==> config.mk <==
export PLATFORM = sky130hd
export DESIGN_NAME = hazard_pattern_decoder
export DESIGN_NICKNAME = d
export VERILOG_FILES = /design/src/rtl/hazard_pkg.sv /design/src/rtl/hazard_step_classifier.sv /design/src/rtl/hazard_pattern_decoder.sv
export SDC_FILE = /design/constraint.sdc
export NUM_CORES = 1
export LEC_CHECK = 0
export ABC_AREA = 1
export BUFFER_PORTS_ARGS = -buffer_cell sky130_fd_sc_hd__buf_2
export CAP_MARGIN = 40
export CORE_UTILIZATION = 39
export DETAILED_ROUTE_END_ITERATION = 6
export PLACE_DENSITY = 0.57
export SLEW_MARGIN = 20
export SYNTH_ARGS = -nofsm -noshare
export SYNTH_HDL_FRONTEND = slang
export SYNTH_HIERARCHICAL = 1
export SYNTH_SLANG_ARGS = --single-unit
==> constraint.sdc <==
create_clock -name clk -period 1.8 [get_ports clk]
set_clock_uncertainty 0.15 [all_clocks]
set_input_delay 0.09 -clock clk [delete_from_list [all_inputs] [get_ports clk]]
set_output_delay 0.09 -clock clk [all_outputs]
set_load 0.05 [all_outputs]
==> src/rtl/hazard_pkg.sv <==
// Shared types and pattern constants for the hazard-light encoder and decoder.
// Both sides import this so the pattern encodings cannot drift apart.
package hazard_pkg;

    typedef enum logic [1:0] {
        M_CALM = 2'b00,
        M_RTL  = 2'b01,
        M_LTR  = 2'b10,
        M_UNK  = 2'b11
    } mode_t;

    typedef enum logic [1:0] {
        S_INIT   = 2'd0,
        S_TRACK  = 2'd1,
        S_LOCKED = 2'd2
    } state_t;

    localparam logic [2:0] P_OUTER = 3'b101;
    localparam logic [2:0] P_MID   = 3'b010;
    localparam logic [2:0] P_RIGHT = 3'b001;
    localparam logic [2:0] P_LEFT  = 3'b100;

    function automatic logic is_legal(input logic [2:0] p);
        return (p == P_OUTER) || (p == P_MID) || (p == P_RIGHT) || (p == P_LEFT);
    endfunction

endpackage

==> src/rtl/hazard_step_classifier.sv <==
// Classifies one (prev -> cur) light transition into the wind mode that produces it.
// Purely combinational; anything that is not a known step (including repeats) is invalid.
module hazard_step_classifier
    import hazard_pkg::*;
(
    input  logic [2:0] prev,
    input  logic [2:0] cur,
    output mode_t      step_class,
    output logic       invalid
);

    always_comb begin
        step_class = M_UNK;
        invalid    = 1'b1;
        case ({prev, cur})
            {P_OUTER, P_MID}, {P_MID, P_OUTER}: begin
                step_class = M_CALM;
                invalid    = 1'b0;
            end
            {P_RIGHT, P_MID}, {P_MID, P_LEFT}, {P_LEFT, P_RIGHT}: begin
                step_class = M_RTL;
                invalid    = 1'b0;
            end
            {P_LEFT, P_MID}, {P_MID, P_RIGHT}, {P_RIGHT, P_LEFT}: begin
                step_class = M_LTR;
                invalid    = 1'b0;
            end
            default: ;
        endcase
    end

endmodule

==> src/rtl/hazard_pattern_decoder.sv <==
// Recovers the wind mode from the observed hazard-light pattern stream,
// confirms it over CONFIRM consecutive steps and counts illegal steps.
module hazard_pattern_decoder
    import hazard_pkg::*;
#(
    parameter int CONFIRM = 3,
    parameter int ERR_W   = 8
) (
    input  logic             clk,
    input  logic             reset,
    input  logic             in_valid,
    input  logic [2:0]       pattern_in,
    output logic [1:0]       mode,
    output logic             locked,
    output logic             err_pulse,
    output logic [ERR_W-1:0] err_count
);

    localparam int             RUN_W  = 4;
    localparam logic [RUN_W-1:0] CONF_R = RUN_W'(CONFIRM);

    state_t           state_q, state_d;
    logic [2:0]       prev_q, prev_d;
    mode_t            cand_q, cand_d;
    logic [RUN_W-1:0] run_q, run_d;
    mode_t            mode_q, mode_d;
    logic             locked_q, locked_d;
    logic             err_pulse_q, err_pulse_d;
    logic [ERR_W-1:0] err_count_q, err_count_d;

    mode_t            step_class;
    logic             step_invalid;
    logic [RUN_W-1:0] run_new;

    hazard_step_classifier u_cls (
        .prev       (prev_q),
        .cur        (pattern_in),
        .step_class (step_class),
        .invalid    (step_invalid)
    );

    always_comb begin
        state_d     = state_q;
        prev_d      = prev_q;
        cand_d      = cand_q;
        run_d       = run_q;
        mode_d      = mode_q;
        locked_d    = locked_q;
        err_pulse_d = 1'b0;
        err_count_d = err_count_q;
        run_new     = run_q;

        if (in_valid) begin
            case (state_q)
                S_INIT: begin
                    if (is_legal(pattern_in)) begin
                        prev_d  = pattern_in;
                        state_d = S_TRACK;
                    end else begin
                        err_pulse_d = 1'b1;
                        if (err_count_q != '1) err_count_d = err_count_q + 1'b1;
                    end
                end
                S_TRACK, S_LOCKED: begin
                    if (step_invalid) begin
                        err_pulse_d = 1'b1;
                        if (err_count_q != '1) err_count_d = err_count_q + 1'b1;
                        run_d    = '0;
                        locked_d = 1'b0;
                        if (is_legal(pattern_in)) begin
                            prev_d  = pattern_in;
                            state_d = S_TRACK;
                        end else begin
                            state_d = S_INIT;
                        end
                    end else begin
                        prev_d = pattern_in;
                        // While locked cand tracks mode, so a same-class step just
                        // saturates the run and a different class restarts it at 1.
                        if (step_class == cand_q) begin
                            run_new = (run_q >= CONF_R) ? CONF_R : run_q + 1'b1;
                        end else begin
                            cand_d  = step_class;
                            run_new = 1;
                        end
                        run_d = run_new;
                        if (run_new >= CONF_R) begin
                            state_d  = S_LOCKED;
                            mode_d   = step_class;
                            locked_d = 1'b1;
                        end else begin
                            state_d  = S_TRACK;
                            locked_d = 1'b0;
                        end
                    end
                end
                default: state_d = S_INIT;
            endcase
        end
    end

    always_ff @(posedge clk or negedge reset) begin
        if (!reset) begin
            state_q     <= S_INIT;
            prev_q      <= 3'b000;
            cand_q      <= M_CALM;
            run_q       <= '0;
            mode_q      <= M_UNK;
            locked_q    <= 1'b0;
            err_pulse_q <= 1'b0;
            err_count_q <= '0;
        end else begin
            state_q     <= state_d;
            prev_q      <= prev_d;
            cand_q      <= cand_d;
            run_q       <= run_d;
            mode_q      <= mode_d;
            locked_q    <= locked_d;
            err_pulse_q <= err_pulse_d;
            err_count_q <= err_count_d;
        end
    end

    assign mode      = mode_q;
    assign locked    = locked_q;
    assign err_pulse = err_pulse_q;
    assign err_count = err_count_q;

endmodule
==> reports/metrics.yaml, run 1 <==
cp_max_fo: 5
worstSkewPairLatency_ps: 310
rrSetupSlack_ps: -80
drive_gt1_share_pct: 33.5
p_per_area_nw_per_um2: 1160
grt_pass1_wl_um: 4600
cts_buffers: 3
final_antenna_net_count: 0
synth_top_area_share_pct: 37.7
post_drt_via_cell_ratio: 4.63
drt_iter0_drc: 40
h-tree-depth: 1
antenna_found_initial: 0
grt_usage_pct: 16.6
hpwlAfterDp_um: 2140
status: "finished with violations"
rsz0062_at_grt: "yes"
yosys_register_bits: 23
multi_input_comb_area_um2: 800
async_flop_share_pct: 100
synth_area_per_cell_um2: 7.30
fp.dieW_um: 61.8
final_cell_mix: "nand2_1, inv_1, buf_2"
clk_pin_slew_ps: 130
dieArea_um2: 3820
netlist_area_um2: 1400
tightest_slew_ps: 519
setup-violations-final: 12
peakVddDrop_uv: 657
netlist_top_cells_area: "dfrtp_1, nand2_1, inv_1"
p_leak_nw: 0.953
holdCritPathClass: "input pin to async pin"
wirelength_um: 2920
drtPass1Iterations: 4
critical_path_class: "flop to flop"
cts_buffer_depth: 2
fmax_mhz: 531
r2r-end: "err_count[4]"
synthToLayoutAreaGrowth_pct: 29.8
final_hold_viol_count: 0
cap_violations: 0
end_kind: "flop"
yosys.cell_types.count: 24
synth_enable_flop_cells: 0
required_ps: 1860
wl_met2_um: 1360
grt_pass1_vias: 1066
met1_length_um: 1440
design_area_um2: 1810
vias: 1264
initial_core_util_pct: 41.2
worst_setup_path_start_kind: "flop"
postLayoutSetupSlackWorst_ps: -82.4
cts_tree: "done"
drcViolationCount: 0
dieHeight_um: 61.8
antennaDiodeCount: 0
tns_ps: -813
rows: 21
portBuffers: 17
final_nets: 238
min_period_ps: 1880
slew_headroom_pct: 65.4
wl_per_cell_um: 10.7
final_common_cell: "nand2_1"
slew_viol_final: 0
coreArea_um2: 3390
finalCritPeriodShare_pct: 105
place_area_um2: 1590
arrival_ps: 1950
synth_ff_type: "dfrtp_1"
top_layer: "met4"
clkSinkCount: 23
synth_top_area_cell: "dfrtp_1"
syn_nets: 201
fin_total_pwr_w: 0.00209
ys_warn_count: 6
overflow: 0
wl_met3_um: 78
netlist_instances: 191
ioPinCount: 18
num-fill-cells: 331
synth_seq_area_share_pct: 41.4
globalplace.congestion: 0.824
root_buffer: "clkbuf_4"
seq_area_um2: 584
reg2reg_depth: 11
r2r-start: "prev_q[0]"
grt_start_max_net_pins: 24
violations: "negative setup slack"
## layout make-up
class | count | share of cell area [%]
Inverter | 34 | 7.05
Multi-Input combinational cell | 135 | 44.2
Timing Repair Buffer | 31 | 11.8
Sequential cell | 23 | 32.3
Tap cell | 46 | 3.18
Clock buffer | 3 | 1.24
Clock inverter | 1 | 0.276
## synthesized netlist by cell type, types with 2 or more instances
library cell and count:
nand3_1 19, dfstp_2 2, nor2_1 16, dfrtp_1 21, o21ai_1 6, xor2_1 3
nor2_2 4, nor3_1 2, inv_1 29, inv_2 5, xnor2_1 3, nand3b_1 3
ha_1 4, nand2_1 58, o21ai_0 7
## sequential cells by signal, indices dropped and copies added (netlist names)
register   count
run_q          4
cand_q         2
state_q        2
err_pulse      1
locked         1
mode           2
err_count      8
prev_q         3
## worst max-delay path: stages (launching register included)
cell,delay (ps)
dfrtp_2,470
nand2_1,70
nand3b_1,130
nand2_1,60
inv_1,50
nand2_1,80
nor2_4,180
o21ai_4,80
a21oi_4,250
nand2_4,110
nand2_1,70
nand2_1,60
## timing repair
action / CTS / global route
cloned: 1 / 0
pin swaps: 11 / 7
setup endpoints to repair: 17 / 21
hold buffers: 5 / 0
hold endpoints to repair: 29 / 0
resized for setup: 15 / 27
buffers inserted: 1 / 1
## per-stage QoR
stage / utilization, % / worst slack, ps / std cells / hold WS [ps]
after global routing: 53.4 / -228 / 273 / 164
after floorplan: - / 55.7 / 191 / -356
after detailed placement: 47.0 / -146 / 261 / -50.6
final: 53.4 / -82.4 / 273 / 113
after global placement: 47.0 / -140 / 261 / -50.4
after CTS: 51.3 / -38.0 / 272 / 132
## report_power, final
part	internal [W]	switching (W)
clock network	0.0000831	0.000162
registers	0.000657	0.000146
logic	0.000340	0.000703
## cell families (layout without fill, tap and decap cells)
kind of cell,Yosys count,in the layout,synth area share [%]
adder cells (fa/ha/maj),4,4,3.59
XOR/XNOR,6,6,3.77
buffers and inverters,34,69,9.15
AND/OR/NAND/NOR,107,108,34.5
flip-flops,23,23,41.4
AO/OA/AOI/OAI,17,17,7.53
## worst max-delay path by stage
| stage | from | endpoint | slack (ps) | cells after the start |
|---|---|---|---|---|
| final | prev_q[0] | err_count[4] | -80 | 11 |
| after detailed placement | prev_q[2] | state_q[1] | -150 | 13 |
| after global placement | prev_q[2] | state_q[1] | -140 | 13 |
| after CTS | prev_q[2] | state_q[1] | -40 | 13 |
| after floorplan | prev_q[2] | mode[0] | 60 | 11 |
| after global routing | prev_q[2] | state_q[0] | -230 | 15 |
## per-layer routing
layer | up-vias | global-route usage (%)
met5 | - | 0
met4 | 0 | 6.67
met3 | 4 | 2.69
met2 | 23 | 26.7
met1 | 574 | 22.3
li1 | 663 | -
Power figures use the tool's default switching activity.
==> inputs of run 2 (changes only) <==
RECOVER_POWER = 100   (was unset)
REMOVE_ABC_BUFFERS = 1   (was unset)
==> reports/metrics.yaml, run 2 (synthesis gave the netlist of run 1 again) <==
postLayoutSetupSlackWorst_ps: -90.4  # was -82.4 ps
cts_buffer_depth: 2  # unchanged
antennaDiodeCount: 0  # unchanged
fin_total_pwr_w: 0.00207  # was 0.00209 W
dieHeight_um: 61.8  # unchanged
final_antenna_net_count: 0  # unchanged
globalplace.congestion: 0.828  # was 0.824
slowest_delay_ps: 490  # was 470 ps
arrival_ps: 2010  # was 1950 ps
fmax_mhz: 529  # was 531 MHz
cap_violations: 0  # unchanged
tightest_slew_ps: 1280  # was 519 ps
final_nets: 237  # was 238
tns_ps: -762  # was -813 ps
worstSkewPairLatency_ps: 320  # was 310 ps
wirelength_um: 3000  # was 2920 um
final_common_cell: "nand2_1"  # unchanged
critical_path_class: "flop to flop"  # unchanged
holdCritPathClass: "input pin to flop"  # was input pin to async pin
initial_core_util_pct: 41.2  # unchanged
num-fill-cells: 351  # was 331
peakVddDrop_uv: 548  # was 657 uV
final_hold_viol_count: 0  # unchanged
rsz0062_at_grt: "yes"  # unchanged
drive_gt1_share_pct: 27.0  # was 33.5%
root_buffer: "clkbuf_4"  # unchanged
cts_tree: "done"  # unchanged
p_per_area_nw_per_um2: 1160  # about the same
vias: 1277  # was 1264
violations: "negative setup slack"  # unchanged
min_period_ps: 1890  # was 1880 ps
antenna_found_initial: 0  # unchanged
setup-violations-final: 12  # unchanged
wl_per_cell_um: 11.0  # was 10.7 um
drtPass1Iterations: 4  # unchanged
overflow: 0  # unchanged
drcViolationCount: 0  # unchanged
grt_start_max_net_pins: 24  # unchanged
dieArea_um2: 3820  # unchanged
worst_setup_path_start_kind: "flop"  # unchanged
rows: 21  # unchanged
clkSinkCount: 23  # unchanged
ioPinCount: 18  # unchanged
crit_chain: "inv_2, nor2_4, nand3_1, nand2_2, inv_1, nand2_2, nor2_4, o21ai_2, a21oi_4, buf_4, nand3_1, nand2_1"  # was nand2_1, nand3b_1, nand2_1, inv_1, nand2_1, nor2_4, o21ai_4, a21oi_4, nand2_4, nand2_1, nand2_1
slew_viol_final: 0  # unchanged
p_leak_nw: 0.896  # was 0.953 nW
hold-worst-slack_ps: 161  # was 113 ps
post_drt_via_cell_ratio: 4.69  # was 4.63
drt_iter0_drc: 31  # was 40
slew_headroom_pct: 14.9  # was 65.4%
final_cell_mix: "nand2_1, inv_1, dfrtp_1"  # was nand2_1, inv_1, buf_2
grt_pass1_vias: 1092  # was 1066
clk_pin_slew_ps: 140  # was 130 ps
hpwlAfterDp_um: 2140  # about the same
required_ps: 1920  # was 1860 ps
largest_register_ffs: 8  # unchanged
finalCritPeriodShare_pct: 105  # about the same
grt_usage_pct: 16.5  # was 16.6%
end_kind: "flop"  # unchanged
coreArea_um2: 3390  # unchanged
portBuffers: 17  # unchanged
fp.dieW_um: 61.8  # unchanged
status: "finished with violations"  # unchanged
cts_buffers: 3  # unchanged
cp_max_fo: 5  # unchanged
final_core_util_pct: 52.4  # was 53.4%
synthToLayoutAreaGrowth_pct: 27.3  # was 29.8%
grt_pass1_wl_um: 4570  # was 4600 um
h-tree-depth: 1  # unchanged
crit_slowest_cell: "dfrtp_2"  # unchanged
==> run 2: cell types whose count changed in the layout (fill, tap and decap cells not counted), moves of 2 or more <==
cell,previous run,this run
nand2_1,53,50
clkbuf_1,0,13
dfrtp_2,5,3
nand2_2,6,9
dfrtp_1,16,18
buf_2,17,4
==> run 2: where the power goes <==
part           leakage [nW]  total, W  switching [W]  internal (W)
clock network        0.0177  0.000249       0.000166     0.0000832
registers             0.292  0.000812       0.000159      0.000653
logic                 0.586   0.00101       0.000689      0.000317
==> run 2: layer usage <==
layer / GRT usage, % / wire (um) / part of all wire, %
met1: 21.3 / 1470 / 49
met2: 27.5 / 1420 / 47
met3: 2.07 / 62 / 2.1
met4: 7.30 / 47 / 1.6
met5: 0 / 0 / 0
==> run 2: path summary, 6_finish.rpt <==
kind                               start  depth (start not counted)  slack (ps)      endpoint
max                            prev_q[2]                         12         -90  err_count[4]
min                        pattern_in[1]                          6         160    state_q[1]
max reg2reg                    prev_q[2]                         12         -90  err_count[4]
min reg2reg                      mode[0]                          2         330       mode[0]
max in group asynchronous          reset                          2         250     prev_q[2]
min in group asynchronous          reset                          2         400        locked
==> run 2: what timing repair did <==
action | CTS | global route
buffers inserted | 0 | 1
gates resized for setup | 16 | 24
hold buffers | 5 | 0
gates cloned | 1 | 0
setup endpoints to repair | 15 | 20
hold endpoints to repair | 28 | 0
pin swaps | 6 | 9
==> run 2: stage by stage <==
stage	cells	cell area, um2	setup slack [ps]
2_1_floorplan	191	1400	-26.5
3_3_place_gp	261	1590	-149
3_5_place_dp	261	1590	-175
4_1_cts	271	1730	-48.7
5_1_grt	272	1780	-219
6_report	272	1780	-90.4
==> run 2: layout make-up <==
type	instances	area (um2)	share of cell area (%)
Multi-Input combinational cell	135	795	44.7
Sequential cell	23	582	32.8
Timing Repair Buffer	30	186	10.5
Inverter	34	128	7.19
Tap cell	46	57.6	3.24
Clock buffer	3	22.5	1.27
Clock inverter	1	5.00	0.282
==> run 2: critical path: cells and delay by family, from the launching register on <==
family,cells,cell delay [ps]
and+or+nand+nor,7,540
DFF,1,490
AOI/OAI and AO/OA,2,340
buffers and inverters,3,310
